## src/rtl/sram_axi_bridge_if.sv

```systemverilog
// AXI3 master-side signal bundle between sram_axi_bridge and the SoC crossbar.
// Length/burst fields are tied off in the SoC wrapper and are not carried here.
interface sram_axi_bridge_if;
    logic [3:0]  arid;
    logic [31:0] araddr;
    logic [2:0]  arsize;
    logic        arvalid;
    logic        arready;
    logic [3:0]  rid;
    logic [31:0] rdata;
    logic [1:0]  rresp;
    logic        rlast;
    logic        rvalid;
    logic        rready;
    logic [3:0]  awid;
    logic [31:0] awaddr;
    logic [2:0]  awsize;
    logic        awvalid;
    logic        awready;
    logic [3:0]  wid;
    logic [31:0] wdata;
    logic [3:0]  wstrb;
    logic        wlast;
    logic        wvalid;
    logic        wready;
    logic [3:0]  bid;
    logic [1:0]  bresp;
    logic        bvalid;
    logic        bready;

    modport master (
        output arid, araddr, arsize, arvalid, rready,
        output awid, awaddr, awsize, awvalid,
        output wid, wdata, wstrb, wlast, wvalid, bready,
        input  arready, rid, rdata, rresp, rlast, rvalid,
        input  awready, wready, bid, bresp, bvalid
    );

    modport slave (
        input  arid, araddr, arsize, arvalid, rready,
        input  awid, awaddr, awsize, awvalid,
        input  wid, wdata, wstrb, wlast, wvalid, bready,
        output arready, rid, rdata, rresp, rlast, rvalid,
        output awready, wready, bid, bresp, bvalid
    );
endinterface

```

## src/rtl/sram_axi_bridge.sv

```systemverilog
// Instruction/data SRAM-like channels to a single AXI3 master, one transaction outstanding.
// Optional response-error reporting: define SRAM_AXI_BRIDGE_RESP_ERR_EN.
//
// state   | meaning
// IDLE    | accepting a request (data has priority)
// RD_ADDR | AR channel valid, waiting for arready
// RD_DATA | rready high, waiting for read data
// WR_REQ  | AW and W valid, each drops after its own handshake
// WR_RESP | bready high, waiting for write response
module sram_axi_bridge #(
    parameter logic [3:0] INST_ID = 4'd0,
    parameter logic [3:0] DATA_ID = 4'd1
) (
    input  logic                    clk,
    input  logic                    reset,
    input  logic                    inst_req,
    input  logic [1:0]              inst_size,
    input  logic [31:0]             inst_addr,
    output logic                    inst_addr_ok,
    output logic                    inst_data_ok,
    output logic [31:0]             inst_rdata,
    input  logic                    data_req,
    input  logic                    data_wr,
    input  logic [1:0]              data_size,
    input  logic [31:0]             data_addr,
    input  logic [3:0]              data_wstrb,
    input  logic [31:0]             data_wdata,
    output logic                    data_addr_ok,
    output logic                    data_data_ok,
    output logic [31:0]             data_rdata,
    sram_axi_bridge_if.master       axi
`ifdef SRAM_AXI_BRIDGE_RESP_ERR_EN
    ,
    output logic                    bus_err,
    output logic [31:0]             bus_err_addr
`endif
);

    typedef enum logic [2:0] {IDLE, RD_ADDR, RD_DATA, WR_REQ, WR_RESP} state_e;

    state_e      state_q, state_d;
    logic [31:0] addr_q, addr_d;
    logic [1:0]  size_q, size_d;
    logic [3:0]  wstrb_q, wstrb_d;
    logic [31:0] wdata_q, wdata_d;
    logic        src_data_q, src_data_d;
    logic        aw_done_q, aw_done_d;
    logic        w_done_q, w_done_d;
    logic        inst_ok_q, inst_ok_d;
    logic        data_ok_q, data_ok_d;
    logic [31:0] inst_rdata_q, inst_rdata_d;
    logic [31:0] data_rdata_q, data_rdata_d;
    logic        resp_err;

`ifdef SRAM_AXI_BRIDGE_RESP_ERR_EN
    logic        bus_err_q, bus_err_d;
    logic [31:0] bus_err_addr_q, bus_err_addr_d;
    logic        unused_axi_in;
    assign unused_axi_in = ^{axi.rid, axi.rlast, axi.bid};
`else
    logic        unused_axi_in;
    assign unused_axi_in = ^{axi.rid, axi.rlast, axi.bid, axi.rresp, axi.bresp, resp_err};
`endif

    always_comb begin
        state_d      = state_q;
        addr_d       = addr_q;
        size_d       = size_q;
        wstrb_d      = wstrb_q;
        wdata_d      = wdata_q;
        src_data_d   = src_data_q;
        aw_done_d    = aw_done_q;
        w_done_d     = w_done_q;
        inst_ok_d    = 1'b0;
        data_ok_d    = 1'b0;
        inst_rdata_d = inst_rdata_q;
        data_rdata_d = data_rdata_q;
        inst_addr_ok = 1'b0;
        data_addr_ok = 1'b0;
        resp_err     = 1'b0;
        case (state_q)
            IDLE: begin
                aw_done_d = 1'b0;
                w_done_d  = 1'b0;
                if (data_req) begin
                    data_addr_ok = 1'b1;
                    addr_d       = data_addr;
                    size_d       = data_size;
                    wstrb_d      = data_wstrb;
                    wdata_d      = data_wdata;
                    src_data_d   = 1'b1;
                    state_d      = data_wr ? WR_REQ : RD_ADDR;
                end else if (inst_req) begin
                    inst_addr_ok = 1'b1;
                    addr_d       = inst_addr;
                    size_d       = inst_size;
                    src_data_d   = 1'b0;
                    state_d      = RD_ADDR;
                end
            end
            RD_ADDR: if (axi.arready) state_d = RD_DATA;
            RD_DATA: if (axi.rvalid) begin
                resp_err = (axi.rresp != 2'b00);
                if (src_data_q) begin
                    data_rdata_d = axi.rdata;
                    data_ok_d    = 1'b1;
                end else begin
                    inst_rdata_d = axi.rdata;
                    inst_ok_d    = 1'b1;
                end
                state_d = IDLE;
            end
            WR_REQ: begin
                aw_done_d = aw_done_q | axi.awready;
                w_done_d  = w_done_q | axi.wready;
                if (aw_done_d && w_done_d) state_d = WR_RESP;
            end
            WR_RESP: if (axi.bvalid) begin
                resp_err  = (axi.bresp != 2'b00);
                data_ok_d = 1'b1;
                state_d   = IDLE;
            end
            default: state_d = IDLE;
        endcase
    end

    always_ff @(posedge clk or posedge reset) begin
        if (reset) begin
            state_q      <= IDLE;
            addr_q       <= '0;
            size_q       <= '0;
            wstrb_q      <= '0;
            wdata_q      <= '0;
            src_data_q   <= 1'b0;
            aw_done_q    <= 1'b0;
            w_done_q     <= 1'b0;
            inst_ok_q    <= 1'b0;
            data_ok_q    <= 1'b0;
            inst_rdata_q <= '0;
            data_rdata_q <= '0;
        end else begin
            state_q      <= state_d;
            addr_q       <= addr_d;
            size_q       <= size_d;
            wstrb_q      <= wstrb_d;
            wdata_q      <= wdata_d;
            src_data_q   <= src_data_d;
            aw_done_q    <= aw_done_d;
            w_done_q     <= w_done_d;
            inst_ok_q    <= inst_ok_d;
            data_ok_q    <= data_ok_d;
            inst_rdata_q <= inst_rdata_d;
            data_rdata_q <= data_rdata_d;
        end
    end

`ifdef SRAM_AXI_BRIDGE_RESP_ERR_EN
    // Error pulse is registered alongside data_ok so the two line up.
    always_comb begin
        bus_err_d      = resp_err;
        bus_err_addr_d = resp_err ? addr_q : bus_err_addr_q;
    end

    always_ff @(posedge clk or posedge reset) begin
        if (reset) begin
            bus_err_q      <= 1'b0;
            bus_err_addr_q <= '0;
        end else begin
            bus_err_q      <= bus_err_d;
            bus_err_addr_q <= bus_err_addr_d;
        end
    end

    assign bus_err      = bus_err_q;
    assign bus_err_addr = bus_err_addr_q;
`endif

    assign inst_data_ok = inst_ok_q;
    assign data_data_ok = data_ok_q;
    assign inst_rdata   = inst_rdata_q;
    assign data_rdata   = data_rdata_q;

    assign axi.arid    = src_data_q ? DATA_ID : INST_ID;
    assign axi.araddr  = addr_q;
    assign axi.arsize  = {1'b0, size_q};
    assign axi.arvalid = (state_q == RD_ADDR);
    assign axi.rready  = (state_q == RD_DATA);
    assign axi.awid    = DATA_ID;
    assign axi.awaddr  = addr_q;
    assign axi.awsize  = {1'b0, size_q};
    assign axi.awvalid = (state_q == WR_REQ) && !aw_done_q;
    assign axi.wid     = DATA_ID;
    assign axi.wdata   = wdata_q;
    assign axi.wstrb   = wstrb_q;
    assign axi.wvalid  = (state_q == WR_REQ) && !w_done_q;
    assign axi.wlast   = axi.wvalid;
    assign axi.bready  = (state_q == WR_RESP);

endmodule

```

## src/flat_wrapper.sv

```systemverilog
// flat-port wrapper written by rule: the top's interface ports become plain ports
module sram_axi_bridge_flat 
#(
    parameter logic [3:0] INST_ID = 4'd0,
    parameter logic [3:0] DATA_ID = 4'd1
)
  (clk, reset, inst_req, inst_size, inst_addr, inst_addr_ok, inst_data_ok, inst_rdata, data_req, data_wr, data_size, data_addr, data_wstrb, data_wdata, data_addr_ok, data_data_ok, data_rdata, axi_arid, axi_araddr, axi_arsize, axi_arvalid, axi_rready, axi_awid, axi_awaddr, axi_awsize, axi_awvalid, axi_wid, axi_wdata, axi_wstrb, axi_wlast, axi_wvalid, axi_bready, axi_arready, axi_rid, axi_rdata, axi_rresp, axi_rlast, axi_rvalid, axi_awready, axi_wready, axi_bid, axi_bresp, axi_bvalid);
  sram_axi_bridge_if axi_i ();
  input  logic clk;
  input  logic reset;
  input  logic inst_req;
  input  logic [1:0] inst_size;
  input  logic [31:0] inst_addr;
  output logic inst_addr_ok;
  output logic inst_data_ok;
  output logic [31:0] inst_rdata;
  input  logic data_req;
  input  logic data_wr;
  input  logic [1:0] data_size;
  input  logic [31:0] data_addr;
  input  logic [3:0] data_wstrb;
  input  logic [31:0] data_wdata;
  output logic data_addr_ok;
  output logic data_data_ok;
  output logic [31:0] data_rdata;
  output wire logic [$bits(axi_i.arid)-1:0] axi_arid;
  output wire logic [$bits(axi_i.araddr)-1:0] axi_araddr;
  output wire logic [$bits(axi_i.arsize)-1:0] axi_arsize;
  output wire logic [$bits(axi_i.arvalid)-1:0] axi_arvalid;
  output wire logic [$bits(axi_i.rready)-1:0] axi_rready;
  output wire logic [$bits(axi_i.awid)-1:0] axi_awid;
  output wire logic [$bits(axi_i.awaddr)-1:0] axi_awaddr;
  output wire logic [$bits(axi_i.awsize)-1:0] axi_awsize;
  output wire logic [$bits(axi_i.awvalid)-1:0] axi_awvalid;
  output wire logic [$bits(axi_i.wid)-1:0] axi_wid;
  output wire logic [$bits(axi_i.wdata)-1:0] axi_wdata;
  output wire logic [$bits(axi_i.wstrb)-1:0] axi_wstrb;
  output wire logic [$bits(axi_i.wlast)-1:0] axi_wlast;
  output wire logic [$bits(axi_i.wvalid)-1:0] axi_wvalid;
  output wire logic [$bits(axi_i.bready)-1:0] axi_bready;
  input wire logic [$bits(axi_i.arready)-1:0] axi_arready;
  input wire logic [$bits(axi_i.rid)-1:0] axi_rid;
  input wire logic [$bits(axi_i.rdata)-1:0] axi_rdata;
  input wire logic [$bits(axi_i.rresp)-1:0] axi_rresp;
  input wire logic [$bits(axi_i.rlast)-1:0] axi_rlast;
  input wire logic [$bits(axi_i.rvalid)-1:0] axi_rvalid;
  input wire logic [$bits(axi_i.awready)-1:0] axi_awready;
  input wire logic [$bits(axi_i.wready)-1:0] axi_wready;
  input wire logic [$bits(axi_i.bid)-1:0] axi_bid;
  input wire logic [$bits(axi_i.bresp)-1:0] axi_bresp;
  input wire logic [$bits(axi_i.bvalid)-1:0] axi_bvalid;
  assign axi_arid = axi_i.arid;
  assign axi_araddr = axi_i.araddr;
  assign axi_arsize = axi_i.arsize;
  assign axi_arvalid = axi_i.arvalid;
  assign axi_rready = axi_i.rready;
  assign axi_awid = axi_i.awid;
  assign axi_awaddr = axi_i.awaddr;
  assign axi_awsize = axi_i.awsize;
  assign axi_awvalid = axi_i.awvalid;
  assign axi_wid = axi_i.wid;
  assign axi_wdata = axi_i.wdata;
  assign axi_wstrb = axi_i.wstrb;
  assign axi_wlast = axi_i.wlast;
  assign axi_wvalid = axi_i.wvalid;
  assign axi_bready = axi_i.bready;
  assign axi_i.arready = axi_arready;
  assign axi_i.rid = axi_rid;
  assign axi_i.rdata = axi_rdata;
  assign axi_i.rresp = axi_rresp;
  assign axi_i.rlast = axi_rlast;
  assign axi_i.rvalid = axi_rvalid;
  assign axi_i.awready = axi_awready;
  assign axi_i.wready = axi_wready;
  assign axi_i.bid = axi_bid;
  assign axi_i.bresp = axi_bresp;
  assign axi_i.bvalid = axi_bvalid;
  sram_axi_bridge #(.INST_ID(INST_ID), .DATA_ID(DATA_ID)) u_core (.clk(clk), .reset(reset), .inst_req(inst_req), .inst_size(inst_size), .inst_addr(inst_addr), .inst_addr_ok(inst_addr_ok), .inst_data_ok(inst_data_ok), .inst_rdata(inst_rdata), .data_req(data_req), .data_wr(data_wr), .data_size(data_size), .data_addr(data_addr), .data_wstrb(data_wstrb), .data_wdata(data_wdata), .data_addr_ok(data_addr_ok), .data_data_ok(data_data_ok), .data_rdata(data_rdata), .axi(axi_i));
endmodule
```

## config.mk

```make
export PLATFORM = sky130hd
export DESIGN_NAME = sram_axi_bridge_flat
export DESIGN_NICKNAME = d
export VERILOG_FILES = /design/src/rtl/sram_axi_bridge_if.sv /design/src/rtl/sram_axi_bridge.sv /design/src/flat_wrapper.sv
export SDC_FILE = /design/constraint.sdc
export NUM_CORES = 1
export LEC_CHECK = 0
export ABC_AREA = 1
export CORE_AREA = 2 2 137 139
export CTS_BUF_LIST = sky130_fd_sc_hd__clkbuf_4
export DETAILED_ROUTE_END_ITERATION = 16
export DIE_AREA = 0 0 139 141
export PLACE_DENSITY_LB_ADDON = 0.2
export SETUP_SLACK_MARGIN = 0.05
export SLEW_MARGIN = 0
export SYNTH_ARGS = -nofsm -noshare
export SYNTH_HDL_FRONTEND = slang
export SYNTH_SLANG_ARGS = --single-unit
```

## constraint.sdc

```tcl
create_clock -name clk -period 6.39 [get_ports clk]
set_clock_uncertainty 0.1 [all_clocks]
set_input_delay 1.278 -clock clk [delete_from_list [all_inputs] [get_ports clk]]
set_output_delay 1.278 -clock clk [all_outputs]
set_load 0.005 [all_outputs]
```

Yosys cells after proc, flatten, opt, wreduce, memory -nomap -nowiden

Index checks and enable logic that the tools add are counted.

Output and inout port bits: 192
Register bits: 142
Word-level logic and storage cells: 66

Bitwise logic cells: 3
Reductions and logical operators: 13
Mux-type cells: 29
Equal/unequal tests: 9

Operators by type and width:

| cell                                                 | number |
|---|---|
| two-way mux 32 bit                                   | 2 |
| two-way mux 3 bit                                    | 6 |
| one-hot mux 3 bit (5 select lines)                   | 1 |
| two-way mux 1 bit                                    | 14 |
| != test 2 x 1 -> 1 bit (second input constant)       | 4 |
| equality test 3 x 2 -> 1 bit (second input constant) | 2 |
| two-way mux 2 bit                                    | 3 |
| one-hot mux 1 bit (2 select lines)                   | 3 |
| AND reduction 3 bit                                  | 2 |
| AND reduction 5 bit                                  | 1 |
| AND reduction 2 bit                                  | 2 |
| nonzero test 2 bit                                   | 2 |
| equality test 3 x 1 -> 1 bit (second input constant) | 1 |
| equality test 3 bit (second input constant)          | 1 |
| logical AND 1 bit                                    | 3 |
| logical NOT 3 bit                                    | 1 |
| != test 3 bit (second input constant)                | 1 |
| logical NOT 1 bit                                    | 2 |
| bitwise OR 1 bit                                     | 2 |
| inverter 1 bit                                       | 1 |

Depth between registers and ports, before layout

Depth in word-level cells: 4
Gate-level depth with buffers: 8

Worst setup path before layout

No wires, ideal clock.

Kind: input port to output port
From: input data_req
To: output data_addr_ok
Buffers on the path: 2
Arrival time: 1.854 ns
Cell stages on the path: 4
Path slack: 3.158 ns
Data required time: 5.012 ns
Path through: buf_2 -> nand2_2 -> inv_2 -> buf_2

Cells in the longest elaborated chain, start to end: 2

Ends and longest elaborated chain:

| what               | line                  | text |
|---|---|---|
| start: declaration | flat_wrapper.sv:17    | `input logic data_req;` |
| two-way mux 1 bit  | sram_axi_bridge.sv:85 | `if (data_req) begin` |
| two-way mux 1 bit  | sram_axi_bridge.sv:81 | `case (state_q)` |
| end: declaration   | flat_wrapper.sv:23    | `output logic data_addr_ok;` |

No other way between the ends.

Worst setup path after layout

Ends and elaborated chain as after synthesis.

==> flow_metrics.tcl <==
set metrics [dict create \
    status "finished clean" \
    synth_cells 688 \
    regToRegEndpoint "u_core.axi.araddr[11]" \
    r2r_cells 7 \
    cell_count_final_fillers_out 1215 \
    io_buffer_count 324 \
    dp_worst_setup_slack_ps 2055 \
    power.ir.vdd_worst_mv 0.1926 \
    p_seq_frac 0.383 \
    synth.ff_latch_count 142 \
    core_area_um2 18270 \
    timing.critical_path.mode_cell "sky130_fd_sc_hd__clkdlybuf4s50_1" \
    die_area_um2 19600 \
    grt_util_all_layers 0.1828 \
    layout_min_cycle_time_ps 4334 \
    crit_path_top_delay_cell "sky130_fd_sc_hd__clkdlybuf4s50_1" \
    crit_type "in -> out" \
    global_route_wire_length_before_repair_um 28460 \
    post_route_cells_drive_above_1_share 0.09286 \
    critical_path.max_fanout 37 \
    die_y_um 141 \
    hold_ws_ps 390.5 \
    clkLatencyLatePin_ps 530 \
    finalSetupViolCount 0 \
    cpPeakStageDelay_ps 620 \
    hold_buffers 0 \
    clk_path_buf_depth 2 \
    dpl_cells 1182 \
    endpoint "data_addr_ok" \
    cts_sinks 142 \
    final_net_count 1126 \
    critPathCaptureType "output pin" \
    ctsResizeCount 0 \
    arrival_ps 2960 \
    power.leakage_nw 4.607 \
    timing.hold.worst.class "reg -> reg" \
    crit-reg2reg-launch "u_core.state_q[1]" \
    power-per-cell-area_nw_per_um2 428.8 \
    ioPinCount 351 \
    die_width_um 139 \
    postSynthAreaPerCell_um2 9.193 \
    clock_tree.root_cell "sky130_fd_sc_hd__clkbuf_4" \
    via_count 5221 \
    timing_worst_slew_pin_value_ps 943.2 \
    detail_route.wl_per_cell_um 14.42 \
    cellInternalPower_w 0.002734 \
    post-route-worst-setup-slack_ps 2056 \
    timing_max_transition_violations_final 0 \
    number_of_global_route_vias_before_repair 5296 \
    combPwrFrac 0.476 \
    globalplace.congestion 0.7713 \
    drt_first_pass_iters 4 \
    htreeDepth 4 \
    grt_setup_unrepaired "false" \
    post_synth_instance_area_um2 6325 \
    worst_slew_margin_rel 0.3712 \
    ant_nets 0 \
    tritoncts "done" \
    power_switching_w 0.001401 \
    r2r_setup_slack_ps 3710 \
    antenna_found_initial 1 \
    power_switching_share 0.3388 \
    power.clock.fraction 0.142 \
    worst-endpoint-required_ps 5010 \
    post_drt_via_cell_ratio 4.297 \
    cts_made_buffers 17 \
    synthDistinctLibCells 20 \
    place_hpwl_um 12710 \
    seq_area_frac_synth 0.5618 \
    cp-start-kind "primary input" \
    initial_utilization 0.3462 \
    cap_violations 0 \
    drcViolationCount 0 \
    path_clk_slew_ps 110 \
    yosys_warnings 0 \
    first_iteration_detailed_routing_drc_count 264 \
    timing.setup.tns_ps 0 \
    final_min_period_over_clock_period 0.6782 \
    sequence_of_cells_on_the_critical_path "clkdlybuf4s50_1 -> nand2_2 -> inv_2 -> clkdlybuf4s50_1" \
    timing_hold_violations_final 0 \
    fmaxAchievable_ghz 0.2308 \
    cts_setup_buffers 0 \
    area_delta_synth_final_pct 52.46 \
    grt_start_max_net_pins 106 \
    grt_remaining_overflow 0 \
    drt_wl_total_um 17520 \
    floorplan.rows 50 \
    crit_path_start "data_req" \
]
-- cells by family after synthesis --
logic type	share of synthesized area
flops	0.5618
compound gates	0.06370
other cells	0.001187
simple gates	0.1887
buf+inv	0.1240
mux	0.06053
-- layer usage --
layer | wire (um) | track usage | up-vias
met2 | 8703 | 0.3036 | 193
li1 | - | - | 2618
met1 | 7158 | 0.2246 | 2393
met3 | 1407 | 0.06318 | 17
met5 | 0 | 0 | -
met4 | 245 | 0.05954 | 0
-- worst max-delay path: cells and delay by family --
| family | cells | cell delay (ps) |
|---|---|---|
| buffers and inverters | 3 | 1580 |
| and+or+nand+nor | 1 | 70 |
-- synth_stat cells, drive strengths merged --
master	n	area, um2
mux2	34	382.9
inv	51	191.4
dfrtp	142	3553
nor3	1	16.27
nand3	7	50.05
conb	2	7.510
nand2	291	1097
o21ai	70	387.9
clkbuf	4	18.77
nor2	8	30.03
buf	76	574.3
o21bai	2	15.01
-- power groups by stage --
stage / Clock, W / Combinational (W) / Sequential, W
final: 0.000587 / 0.00197 / 0.00158
after global routing: 0.000652 / 0.00219 / 0.00164
after CTS: 0.000618 / 0.00201 / 0.00159
after detailed placement: 0 / 0.00200 / 0.00159
after global placement: 0 / 0.00198 / 0.00159
after floorplan: 0 / 0.000863 / 0.00160
-- how the worst min path moves through the flow --
stage                          start                     to  depth (start not counted)
2_1_floorplan    u_core.axi.wdata[0]    u_core.axi.wdata[0]                          2
3_3_place_gp     u_core.axi.wdata[6]    u_core.axi.wdata[6]                          2
3_5_place_dp    u_core.axi.wdata[18]   u_core.axi.wdata[18]                          2
4_1_cts        u_core.inst_rdata[11]  u_core.inst_rdata[11]                          2
5_1_grt         u_core.inst_rdata[6]   u_core.inst_rdata[6]                          2
6_report       u_core.inst_rdata[18]  u_core.inst_rdata[18]                          2
-- per-stage QoR --
step / util / power (W) / instance area, um2
finish: 0.5279 / 0.004135 / 9643
global route: 0.5279 / 0.004476 / 9643
CTS: 0.5277 / 0.004210 / 9641
detailed placement: 0.5119 / 0.003598 / 9351
global placement: 0.5119 / 0.003574 / 9351
floorplan: - / 0.002460 / 6366
-- layout make-up --
class	count	area [um2]
diodes	1	2.502
fillers	1704	8625
inverters	51	196.4
multi-input cells	426	2028
clock buffers	20	150.1
clock inverters	12	138.9
flip-flops and latches	142	3553
well taps	234	292.8
repair buffers	329	3281
-- flip-flops by register name (all words and copies together) (netlist names) --
signal / flops
u_core.src_data_q: 1
u_core.w_done_q: 1
u_core.axi.wdata: 32
u_core.data_rdata: 32
u_core.size_q: 2
u_core.state_q: 3
u_core.inst_rdata: 32
u_core.axi.wstrb: 4
u_core.data_data_ok: 1
u_core.axi.araddr: 32
u_core.aw_done_q: 1
u_core.inst_data_ok: 1
-- cells in the final DEF, fill, tap and decap left out --
cell / instances
sky130_fd_sc_hd__buf_4: 5
sky130_fd_sc_hd__bufinv_16: 2
sky130_fd_sc_hd__clkbuf_4: 20
sky130_fd_sc_hd__clkdlybuf4s50_1: 324
sky130_fd_sc_hd__clkinv_2: 2
sky130_fd_sc_hd__clkinv_4: 5
sky130_fd_sc_hd__clkinvlp_4: 1
sky130_fd_sc_hd__conb_1: 13
sky130_fd_sc_hd__dfrtp_1: 142
sky130_fd_sc_hd__diode_2: 1
sky130_fd_sc_hd__inv_1: 47
sky130_fd_sc_hd__inv_2: 3
sky130_fd_sc_hd__inv_6: 3
sky130_fd_sc_hd__mux2_2: 34
sky130_fd_sc_hd__nand2_1: 289
sky130_fd_sc_hd__nand2_2: 2
sky130_fd_sc_hd__nand3_1: 4
sky130_fd_sc_hd__nand3_2: 3
sky130_fd_sc_hd__nor2_1: 8
sky130_fd_sc_hd__nor3_4: 1
sky130_fd_sc_hd__o21ai_0: 54
sky130_fd_sc_hd__o21ai_1: 6
sky130_fd_sc_hd__o21ai_2: 10
sky130_fd_sc_hd__o21bai_1: 2
No activity file was read; power rests on OpenSTA's default activity.
